===== config.mk =====
export PLATFORM = sky130hd
export DESIGN_NAME = upe_add_seq
export DESIGN_NICKNAME = d
export VERILOG_FILES = /design/src/rtl/upe_add_seq_pkg.sv /design/src/rtl/upe_add_chunk.sv /design/src/rtl/upe_add_seq.sv
export SDC_FILE = /design/constraint.sdc
export NUM_CORES = 1
export LEC_CHECK = 0
export CORE_MARGIN = 5
export CORE_UTILIZATION = 50
export DETAILED_ROUTE_END_ITERATION = 10
export DONT_BUFFER_PORTS = 1
export GPL_TIMING_DRIVEN = 1
export PLACE_DENSITY = 0.66
export SLEW_MARGIN = 5
export SYNTH_ARGS = -nofsm -noshare
export SYNTH_HDL_FRONTEND = slang
export SYNTH_SLANG_ARGS = --single-unit

===== constraint.sdc =====
create_clock -name clk -period 4.33 [get_ports clk]
set_input_delay 0.866 -clock clk [delete_from_list [all_inputs] [get_ports clk]]
set_output_delay 0.866 -clock clk [all_outputs]
set_load 0.05 [all_outputs]

===== src/rtl/upe_add_seq_pkg.sv =====
// Shared definitions for the UPE multi-cycle adder/subtractor:
// FSM state encodings, default geometry and the chunk-counter width helper.
package upe_add_seq_pkg;

  typedef enum logic [1:0] {
    ST_IDLE = 2'd0,
    ST_RUN  = 2'd1,
    ST_DONE = 2'd2
  } state_e;

  localparam int unsigned DEF_WIDTH = 64;
  localparam int unsigned DEF_CHUNK = 16;

  // Bits needed to count NCHUNK chunks; never narrower than one bit.
  function automatic int unsigned cnt_width(input int unsigned nchunk);
    return (nchunk <= 1) ? 1 : $clog2(nchunk);
  endfunction

endpackage


===== src/rtl/upe_add_chunk.sv =====
// Combinational W-bit adder slice.
// Ports:
//   a, b   : W-bit addends
//   cin    : carry into bit 0
//   sum    : W-bit sum
//   cout   : carry out of the MSB
//   c_msb  : carry into the MSB (paired with cout for signed overflow)
module upe_add_chunk #(
  parameter int unsigned W = 16
) (
  input  logic [W-1:0] a,
  input  logic [W-1:0] b,
  input  logic         cin,
  output logic [W-1:0] sum,
  output logic         cout,
  output logic         c_msb
);

  logic [W:0] full;

  assign full  = {1'b0, a} + {1'b0, b} + (W+1)'(cin);
  assign sum   = full[W-1:0];
  assign cout  = full[W];
  // The carry into a bit is recovered from its sum and its addend bits.
  assign c_msb = a[W-1] ^ b[W-1] ^ sum[W-1];

endmodule


===== src/rtl/upe_add_seq.sv =====
// Multi-cycle adder/subtractor: adds CHUNK bits per cycle, LSB chunk first,
// with a registered carry between chunks.
// Ports:
//   clk, rst      : clock, synchronous active-high reset
//   start         : request, accepted when no operation is in flight
//   sub           : 0 = A + B + carryin, 1 = A - B - carryin (borrow-in)
//   A, B, carryin : operands, captured on an accepted start
//   busy          : high while chunks are being processed
//   done          : one-cycle pulse when Out/carryout/overflow are valid
//   Out           : result, written chunk by chunk, held after done
//   carryout      : carry out of the MSB (sub mode: 1 = no borrow)
//   overflow      : signed two's-complement overflow
module upe_add_seq
  import upe_add_seq_pkg::*;
#(
  parameter int unsigned WIDTH = DEF_WIDTH,
  parameter int unsigned CHUNK = DEF_CHUNK
) (
  input  logic             clk,
  input  logic             rst,
  input  logic             start,
  input  logic             sub,
  input  logic [WIDTH-1:0] A,
  input  logic [WIDTH-1:0] B,
  input  logic             carryin,
  output logic             busy,
  output logic             done,
  output logic [WIDTH-1:0] Out,
  output logic             carryout,
  output logic             overflow
);

  localparam int unsigned NCHUNK = WIDTH / CHUNK;
  localparam int unsigned CNT_W  = cnt_width(NCHUNK);

  state_e             state_q, state_d;
  logic [CNT_W-1:0]   cnt_q, cnt_d;
  logic [WIDTH-1:0]   a_q, a_d;
  logic [WIDTH-1:0]   b_q, b_d;
  logic               carry_q, carry_d;
  logic [WIDTH-1:0]   out_q, out_d;
  logic               carryout_q, carryout_d;
  logic               overflow_q, overflow_d;
  logic               busy_q, busy_d;
  logic               done_q, done_d;

  logic [CHUNK-1:0]   chunk_a_c, chunk_b_c, chunk_sum_c;
  logic               chunk_cout_c, chunk_cmsb_c;
  logic               last_chunk_c;
  logic               accept_c;

  // Current chunk of the captured operands.
  assign chunk_a_c    = a_q[cnt_q*CHUNK +: CHUNK];
  assign chunk_b_c    = b_q[cnt_q*CHUNK +: CHUNK];
  assign last_chunk_c = (cnt_q == CNT_W'(NCHUNK - 1));
  // DONE also accepts, so its exit edge can launch the next operation.
  assign accept_c     = start && ((state_q == ST_IDLE) || (state_q == ST_DONE));

  upe_add_chunk #(
    .W (CHUNK)
  ) u_chunk (
    .a     (chunk_a_c),
    .b     (chunk_b_c),
    .cin   (carry_q),
    .sum   (chunk_sum_c),
    .cout  (chunk_cout_c),
    .c_msb (chunk_cmsb_c)
  );

  // State and datapath registers.
  always_ff @(posedge clk) begin
    if (rst) begin
      state_q    <= ST_IDLE;
      cnt_q      <= '0;
      a_q        <= '0;
      b_q        <= '0;
      carry_q    <= 1'b0;
      out_q      <= '0;
      carryout_q <= 1'b0;
      overflow_q <= 1'b0;
      busy_q     <= 1'b0;
      done_q     <= 1'b0;
    end else begin
      state_q    <= state_d;
      cnt_q      <= cnt_d;
      a_q        <= a_d;
      b_q        <= b_d;
      carry_q    <= carry_d;
      out_q      <= out_d;
      carryout_q <= carryout_d;
      overflow_q <= overflow_d;
      busy_q     <= busy_d;
      done_q     <= done_d;
    end
  end

  // Next-state and datapath update.
  always_comb begin
    state_d    = state_q;
    cnt_d      = cnt_q;
    a_d        = a_q;
    b_d        = b_q;
    carry_d    = carry_q;
    out_d      = out_q;
    carryout_d = carryout_q;
    overflow_d = overflow_q;
    busy_d     = busy_q;
    done_d     = 1'b0;

    case (state_q)
      ST_IDLE, ST_DONE: begin
        if (accept_c) begin
          // Subtraction becomes A + ~B + ~borrow_in; the mode is folded in here.
          a_d     = A;
          b_d     = B ^ {WIDTH{sub}};
          carry_d = carryin ^ sub;
          cnt_d   = '0;
          busy_d  = 1'b1;
          state_d = ST_RUN;
        end else begin
          state_d = ST_IDLE;
        end
      end

      ST_RUN: begin
        out_d[cnt_q*CHUNK +: CHUNK] = chunk_sum_c;
        carry_d = chunk_cout_c;
        if (last_chunk_c) begin
          carryout_d = chunk_cout_c;
          overflow_d = chunk_cmsb_c ^ chunk_cout_c;
          cnt_d      = '0;
          busy_d     = 1'b0;
          done_d     = 1'b1;
          state_d    = ST_DONE;
        end else begin
          cnt_d = cnt_q + CNT_W'(1);
        end
      end

      default: begin
        state_d = ST_IDLE;
        busy_d  = 1'b0;
      end
    endcase
  end

  assign busy     = busy_q;
  assign done     = done_q;
  assign Out      = out_q;
  assign carryout = carryout_q;
  assign overflow = overflow_q;

endmodule


==> summary.txt, run 1 <==
Status -> complete, no violations
Transition time at the pin with the least slew margin -> 1.06 ns
Root cell of the clock tree -> sky130_fd_sc_hd__clkbuf_16
Number of cell rows -> 49
Achievable Freq -> 275 MHz
Design Power -> 4.29 mW
Placed wire-length estimate after detailed placement -> 17700 µm
Clock edge transition at the registers on the reported setup and hold paths -> 0.06 ns
Portion of the post-synthesis area used by sequential elements -> 0.433
CTS tree -> done
Largest net degree at the start of global routing -> 202
Post-synthesis cell type with the largest combined area -> sky130_fd_sc_hd__dfxtp_1
Terminus of the critical flop-to-flop path -> Out[14]
Diode count -> 0
Number of remaining DRC errors -> 0
Nature of the critical path startpoint -> flop
Starting Density -> 0.512
Setup crit end -> Out[14]
Number of DRC markers in iteration 0 -> 549
Number of levels the H-tree was split into -> 1
Worst hold slack -> 0.437 ns
Number of buffers on the longest clock path -> 3
Core region area -> 18100 µm²
Global-route track usage on met2 -> 0.347
Endpoint required time on the critical path -> 4.76 ns
Met1 routing resource usage after global routing -> 0.316
Count of different cell masters after synthesis -> 58
Wire length of the first global-routing pass -> 38800 µm
Input/output buffers -> 0
Highest ir drop seen on vdd -> 0.275 mV
Die span in x -> 146 µm
Post-synth design cell area -> 9290 µm²
Number of maximum-capacitance constraint violations -> 0
Slew Viols, Final -> 0
I/O pin count -> 201
Setup-violating endpoint count in the final report -> 0
Leading cell types by total area after synthesis -> sky130_fd_sc_hd__dfxtp_1, sky130_fd_sc_hd__mux4_2, sky130_fd_sc_hd__xnor2_1
# fillers -> 1675
Vias in the first global route -> 6896
Number of hold buffers added after CTS -> 0
GPL Wtd Cong -> 0.849
Register-to-register setup slack -> 0.69 ns
Clock insertion delay at the later pin of the skew report -> 0.50 ns
Post-synth EDFFs -> 0
Routed length per instance -> 20.7 µm
Drt pass-1 iters -> 8
Routed Antenna Nets -> 0
Grt met3 use -> 0.0614
Cell area power density -> 432 nW/µm²
Setup TNS after final layout -> 0 ns
Mean post-synth cell area -> 9.29 µm²
Critical Path End Type -> flop
CP Max Fanout -> 21
Hold violation count in the final report -> 0
Number of buffers created by CTS -> 21
Worst-case clock skew -> 0.0198 ns
Final-stage net count -> 1109
Synthesized Nets -> 1156
Overall via count from detail_route -> 7072
Synth Flop Type -> sky130_fd_sc_hd__dfxtp_1
Number of synthesized register bits -> 201
Area fraction of the dominant cell type after synthesis -> 0.433
Post-route minimum period -> 3.64 ns
CTS sink cnt -> 201
Total Die Area -> 21400 µm²
Count of warnings emitted by yosys -> 0
Most Crowded Layer GR -> met2
Total Wirelength -> 24700 µm
Post-synthesis async set-or-reset flop share -> 0
Area growth syn-to-layout -> 6.80%
Number of cells on the worst reg-to-reg path -> 9
Worst r2r src -> cnt_q[0]
Buffer count from post-CTS setup fixing -> 0
Arrival time at the worst endpoint -> 4.07 ns
Classification of the worst setup path -> flop to flop
Share of post-route cells with drive strength above 1 -> 0.104
Leakage component of the power -> 3.52 nW
Start point of the critical path -> cnt_q[0]
Total routing usage reported by global routing -> 0.223
Mapped Cells -> 1000
Post-CTS sizing -> 0
Total overflow reported by the global router -> 0
Vertical die dimension -> 146 µm
Fraction of the cycle the final worst path needs -> 0.841
Hold-critical path depth -> 1
Routed via count divided by cell count -> 5.93
Setup repair after global routing missed its margin -> false
Path type of the worst min-delay path -> primary input to flop
Number of antenna violations at the first check in global routing -> 1
Relative max-transition margin -> 0.294
## cell type report
type,count,area (µm²),area share
Tap cell,229,287,0.0289
Clock inverter,2,13.8,0.00139
Sequential cell,201,4030,0.406
Clock buffer,31,583,0.0587
Inverter,4,15.0,0.00151
Timing Repair Buffer,9,67.6,0.00681
Multi-Input combinational cell,716,4930,0.497
## placed cells by master, fill, tap and decap left out, types with 3 or more instances in the layout
cell and count:
sky130_fd_sc_hd__nor3_1 9, sky130_fd_sc_hd__dfxtp_1 199, sky130_fd_sc_hd__ha_1 21, sky130_fd_sc_hd__nand3_1 6
sky130_fd_sc_hd__a21o_1 4, sky130_fd_sc_hd__nor4_1 3, sky130_fd_sc_hd__o31ai_1 4, sky130_fd_sc_hd__and3_1 7
sky130_fd_sc_hd__nor2_1 132, sky130_fd_sc_hd__nand2b_1 4, sky130_fd_sc_hd__buf_4 9, sky130_fd_sc_hd__a21oi_1 84
sky130_fd_sc_hd__xor2_1 8, sky130_fd_sc_hd__nand2_1 146, sky130_fd_sc_hd__a211oi_1 67, sky130_fd_sc_hd__o21ai_0 8
sky130_fd_sc_hd__a311o_1 8, sky130_fd_sc_hd__xnor2_1 70, sky130_fd_sc_hd__nor2b_1 4, sky130_fd_sc_hd__clkbuf_1 8
sky130_fd_sc_hd__a22oi_1 50, sky130_fd_sc_hd__clkbuf_16 21, sky130_fd_sc_hd__a221o_1 3, sky130_fd_sc_hd__mux4_2 32
## report_power, final
| part | leakage [nW] | internal (mW) | switching (mW) |
|---|---|---|---|
| clock network | 0.291 | 0.924 | 0.708 |
| registers | 1.65 | 1.95 | 0.109 |
| logic | 1.58 | 0.236 | 0.357 |
| total | 3.52 | 3.11 | 1.17 |
## Yosys cell counts (9+ instances only)
library cell / number
sky130_fd_sc_hd__dfxtp_1: 201
sky130_fd_sc_hd__buf_2: 22
sky130_fd_sc_hd__a21oi_1: 84
sky130_fd_sc_hd__a22oi_1: 50
sky130_fd_sc_hd__ha_1: 21
sky130_fd_sc_hd__mux4_2: 32
sky130_fd_sc_hd__nor3_1: 9
sky130_fd_sc_hd__nand2_1: 146
sky130_fd_sc_hd__a211oi_1: 67
sky130_fd_sc_hd__nor2_1: 132
sky130_fd_sc_hd__xnor2_1: 70
sky130_fd_sc_hd__clkbuf_1: 49
## how the worst min path moves through the flow
stage | startpoint | to
final | rst | Out[49]
after global routing | rst | Out[32]
after CTS | rst | overflow
after detailed placement | a_q[8] | a_q[8]
after global placement | a_q[42] | a_q[42]
after floorplan | a_q[16] | a_q[16]
## metal layers
layer,routed length (µm),share of wire
met1,11000,0.45
met5,19,0.00077
met3,2170,0.088
met2,11100,0.45
met4,399,0.016
## state kept, by name (all words and copies together), names as in the netlist
signal / cells
Out: 64
a_q: 64
b_q: 64
cnt_q: 2
state_q: 2
busy: 1
carry_q: 1
carryout: 1
done: 1
overflow: 1
## worst max-delay path, cell delays in order (launching register included)
cell,delay [ns]
sky130_fd_sc_hd__dfxtp_2,0.68
sky130_fd_sc_hd__mux4_2,0.59
sky130_fd_sc_hd__fa_1,0.46
sky130_fd_sc_hd__fa_1,0.45
sky130_fd_sc_hd__a211oi_1,0.28
sky130_fd_sc_hd__o21ai_2,0.17
sky130_fd_sc_hd__a32oi_1,0.22
sky130_fd_sc_hd__mux2i_1,0.47
sky130_fd_sc_hd__a22oi_1,0.13
sky130_fd_sc_hd__nor2_1,0.14
## kinds of logic after synthesis
family,Yosys count,share of synthesized area
AOI/OAI and AO/OA,254,0.196
xor gates and xnor gates,78,0.0735
and+or+nand+nor,328,0.149
muxes,33,0.0786
adders and majority gates,23,0.0326
buffers and inverters,83,0.0373
DFF,201,0.433
## metrics by stage
step	cells	worst slack [ns]	cell area [µm²]	util
2_1_floorplan	1000	0.710	9290	-
3_3_place_gp	1159	0.757	9330	0.514
3_5_place_dp	1159	0.622	9330	0.514
4_1_cts	1192	0.623	9920	0.547
5_1_grt	1192	0.397	9920	0.547
6_report	1192	0.691	9920	0.547
Note: power is estimated with default switching activity, not from simulation.
==> inputs of run 2 (changes only) <==
- PLACE_DENSITY: 0.66 -> 0.69
- clock period: 4.33 -> 3.1 ns (I/O delays scaled with it)
==> run 2 against run 1 <==
  * First-iteration DRC count fell by 14%
  * Via count rose by 1.8%
  * Final area rose by 4.2%
  * Global-route usage fell by 0.23 points
  * Wire length rose by 0.49%
  * Fmax rose by 22%
  * Sequential share of layout area fell by 1.6 points
  * Clock power rose by 74%
  * Clock-buffer cell count did not move
  * Largest cell class unchanged
  * Sequential cell count did not move
==> summary.txt, run 2 (synthesis results as in run 1) <==
Placed wire-length estimate after detailed placement -> 17600 µm (was 17700 µm)
Placement-stage cell area -> 9470 µm² (was 9330 µm²)
Routed length per instance -> 20.5 µm (was 20.7 µm)
Critical Path End Type -> flop (unchanged)
Worst r2r src -> cnt_q[1] (was cnt_q[0])
Endpoint required time on the critical path -> 3.49 ns (was 4.76 ns)
Final std cells w/o fill -> 1212 (was 1192)
Register-to-register setup slack -> 0.11 ns (was 0.69 ns)
CTS sink cnt -> 201 (unchanged)
Relative max-transition margin -> 0.607 (was 0.294)
Routed Antenna Nets -> 0 (unchanged)
Terminating pin of the worst hold path -> Out[32] (was Out[49])
Leakage component of the power -> 3.72 nW (was 3.52 nW)
Overall via count from detail_route -> 7197 (was 7072)
Number of cell rows -> 49 (unchanged)
CTS tree -> done (unchanged)
Total Wirelength -> 24800 µm (was 24700 µm)
Total Die Area -> 21400 µm² (unchanged)
Hold violation count in the final report -> 0 (unchanged)
Hold-critical path depth -> 1 (unchanged)
GPL Wtd Cong -> 0.951 (was 0.849)
Finished layout cell area -> 10300 µm² (was 9920 µm²)
Setup-violating endpoint count in the final report -> 0 (unchanged)
Number of buffers on the longest clock path -> 3 (unchanged)
Share of post-route cells with drive strength above 1 -> 0.140 (was 0.104)
Number of remaining DRC errors -> 0 (unchanged)
Fraction of the cycle the final worst path needs -> 0.963 (was 0.841)
Crit path max-delay cell type -> sky130_fd_sc_hd__mux4_2 (was sky130_fd_sc_hd__dfxtp_2)
Setup TNS after final layout -> 0 ns (unchanged)
Most common library cell in the layout ignoring fill and taps -> sky130_fd_sc_hd__dfxtp_1 (unchanged)
Clock insertion delay at the later pin of the skew report -> 0.51 ns (was 0.50 ns)
Classification of the worst setup path -> flop to flop (unchanged)
Transition time at the pin with the least slew margin -> 0.585 ns (was 1.06 ns)
Root cell of the clock tree -> sky130_fd_sc_hd__clkbuf_16 (unchanged)
Highest ir drop seen on vdd -> 0.451 mV (was 0.275 mV)
Clock edge transition at the registers on the reported setup and hold paths -> 0.06 ns (about the same)
Placed cell count -> 1171 (was 1159)
Vias in the first global route -> 6854 (was 6896)
Routed via count divided by cell count -> 5.94 (was 5.93)
Drt pass-1 iters -> 5 (was 8)
Worst hold slack -> 0.184 ns (was 0.437 ns)
Status -> complete, no violations (unchanged)
Number of DRC markers in iteration 0 -> 473 (was 549)
Arrival time at the worst endpoint -> 3.38 ns (was 4.07 ns)
Number of buffers created by CTS -> 22 (was 21)
Wire length of the first global-routing pass -> 38400 µm (was 38800 µm)
Slew Viols, Final -> 0 (unchanged)
Total overflow reported by the global router -> 0 (unchanged)
Design Power -> 6.59 mW (was 4.29 mW)
CP Max Fanout -> 6 (was 21)
Area growth syn-to-layout -> 11.2% (was 6.80%)
Worst-case clock skew -> 0.0122 ns (was 0.0198 ns)
Final-stage net count -> 1124 (was 1109)
Number of hold buffers added after CTS -> 0 (unchanged)
Launch point of the worst hold path -> rst (unchanged)
Input/output buffers -> 0 (unchanged)
Pre-CTS worst setup slack -> 0.0424 ns (was 0.622 ns)
Die span in x -> 146 µm (unchanged)
Slowest Stage Delay on Critical Path -> 0.53 ns (was 0.68 ns)
Core Util, Final -> 0.570 (was 0.547)
Path type of the worst min-delay path -> primary input to flop (unchanged)
Number of cells on the worst reg-to-reg path -> 11 (was 9)
Setup repair after global routing missed its margin -> true (was false)
Largest net degree at the start of global routing -> 202 (unchanged)
Chain of cells forming the critical path -> mux4_2 > fa_2 > fa_2 > a211oi_4 > o21ai_4 > buf_4 > a21oi_1 > xnor2_1 > buf_4 > a22oi_1 > nor2_1 (was mux4_2 > fa_1 > fa_1 > a211oi_1 > o21ai_2 > a32oi_1 > mux2i_1 > a22oi_1 > nor2_1)
Core region area -> 18100 µm² (unchanged)
Leading cell types in the layout, fill and taps excluded -> sky130_fd_sc_hd__dfxtp_1, sky130_fd_sc_hd__nand2_1, sky130_fd_sc_hd__nor2_1, sky130_fd_sc_hd__a21oi_1, sky130_fd_sc_hd__xnor2_1 (unchanged)
Post-route minimum period -> 2.99 ns (was 3.64 ns)
Number of maximum-capacitance constraint violations -> 0 (unchanged)
Terminus of the critical flop-to-flop path -> Out[10] (was Out[14])
Diode count -> 0 (unchanged)
Achievable Freq -> 335 MHz (was 275 MHz)
I/O pin count -> 201 (unchanged)
Worst setup margin -> 0.114 ns (was 0.691 ns)
Nature of the critical path startpoint -> flop (unchanged)
Number of antenna violations at the first check in global routing -> 0 (was 1)
Starting Density -> 0.512 (unchanged)
Cell area power density -> 638 nW/µm² (was 432 nW/µm²)
Total routing usage reported by global routing -> 0.221 (was 0.223)
Number of levels the H-tree was split into -> 1 (unchanged)
Vertical die dimension -> 146 µm (unchanged)
run 2: cell types whose count changed in the layout (fill, tap and decap cells not counted), moves of 2 or more:
cell                        before  now
sky130_fd_sc_hd__dfxtp_4         0    2
sky130_fd_sc_hd__clkinv_2        1    4
sky130_fd_sc_hd__a21oi_1        84   81
sky130_fd_sc_hd__buf_4           9   20
sky130_fd_sc_hd__fa_1            2    0
sky130_fd_sc_hd__clkbuf_1        8    0
sky130_fd_sc_hd__clkbuf_8        2    8
sky130_fd_sc_hd__a21oi_2         2    5
sky130_fd_sc_hd__clkbuf_16      21   23
sky130_fd_sc_hd__fa_2            0    2
sky130_fd_sc_hd__bufinv_16       0    3
sky130_fd_sc_hd__dfxtp_2         2    0
sky130_fd_sc_hd__buf_12          0    3
run 2: routing by layer:
layer	GRT usage	wire, µm	share of wire
met1	0.283	10100	0.41
met2	0.375	12200	0.49
met3	0.0604	2010	0.081
met4	0.0494	505	0.020
met5	0	0	0
run 2: final cells by class:
cell class                      instances  area [µm²]
Fill cell                            1668        7810
Multi-Input combinational cell        716        4990
Sequential cell                       201        4030
Clock buffer                           31         686
Tap cell                              229         287
Timing Repair Buffer                   23         210
Clock inverter                          8         119
Inverter                                4        15.0
run 2: worst max-delay path by stage:
| stage | from | to | depth (start not counted) |
|---|---|---|---|
| after detailed placement | cnt_q[0] | Out[62] | 9 |
| after global routing | cnt_q[1] | Out[46] | 9 |
| after global placement | cnt_q[1] | Out[63] | 9 |
| after floorplan | cnt_q[0] | Out[12] | 11 |
| after CTS | cnt_q[0] | Out[14] | 9 |
| final | cnt_q[1] | Out[10] | 11 |
run 2: repair_timing:
item | in CTS | in global routing
gates resized for setup | 0 | 11
setup buffers | 0 | 2
endpoints found under the setup margin | 0 | 18
run 2: power breakdown:
| part | switching [mW] | internal [mW] |
|---|---|---|
| clock | 1.04 | 1.78 |
| sequential | 0.142 | 2.73 |
| combinational | 0.529 | 0.369 |
| total | 1.71 | 4.88 |
run 2: worst max-delay path, delay by kind of cell, from the launching register on:
family                   cells  cell delay [ns]
multiplexers                 1             0.53
AO/OA/AOI/OAI                4             0.71
XOR/XNOR                     1             0.09
flip-flops                   1             0.37
buffers and inverters        2             0.32
AND/OR/NAND/NOR              1             0.05
adder cells (fa/ha/maj)      2             0.81
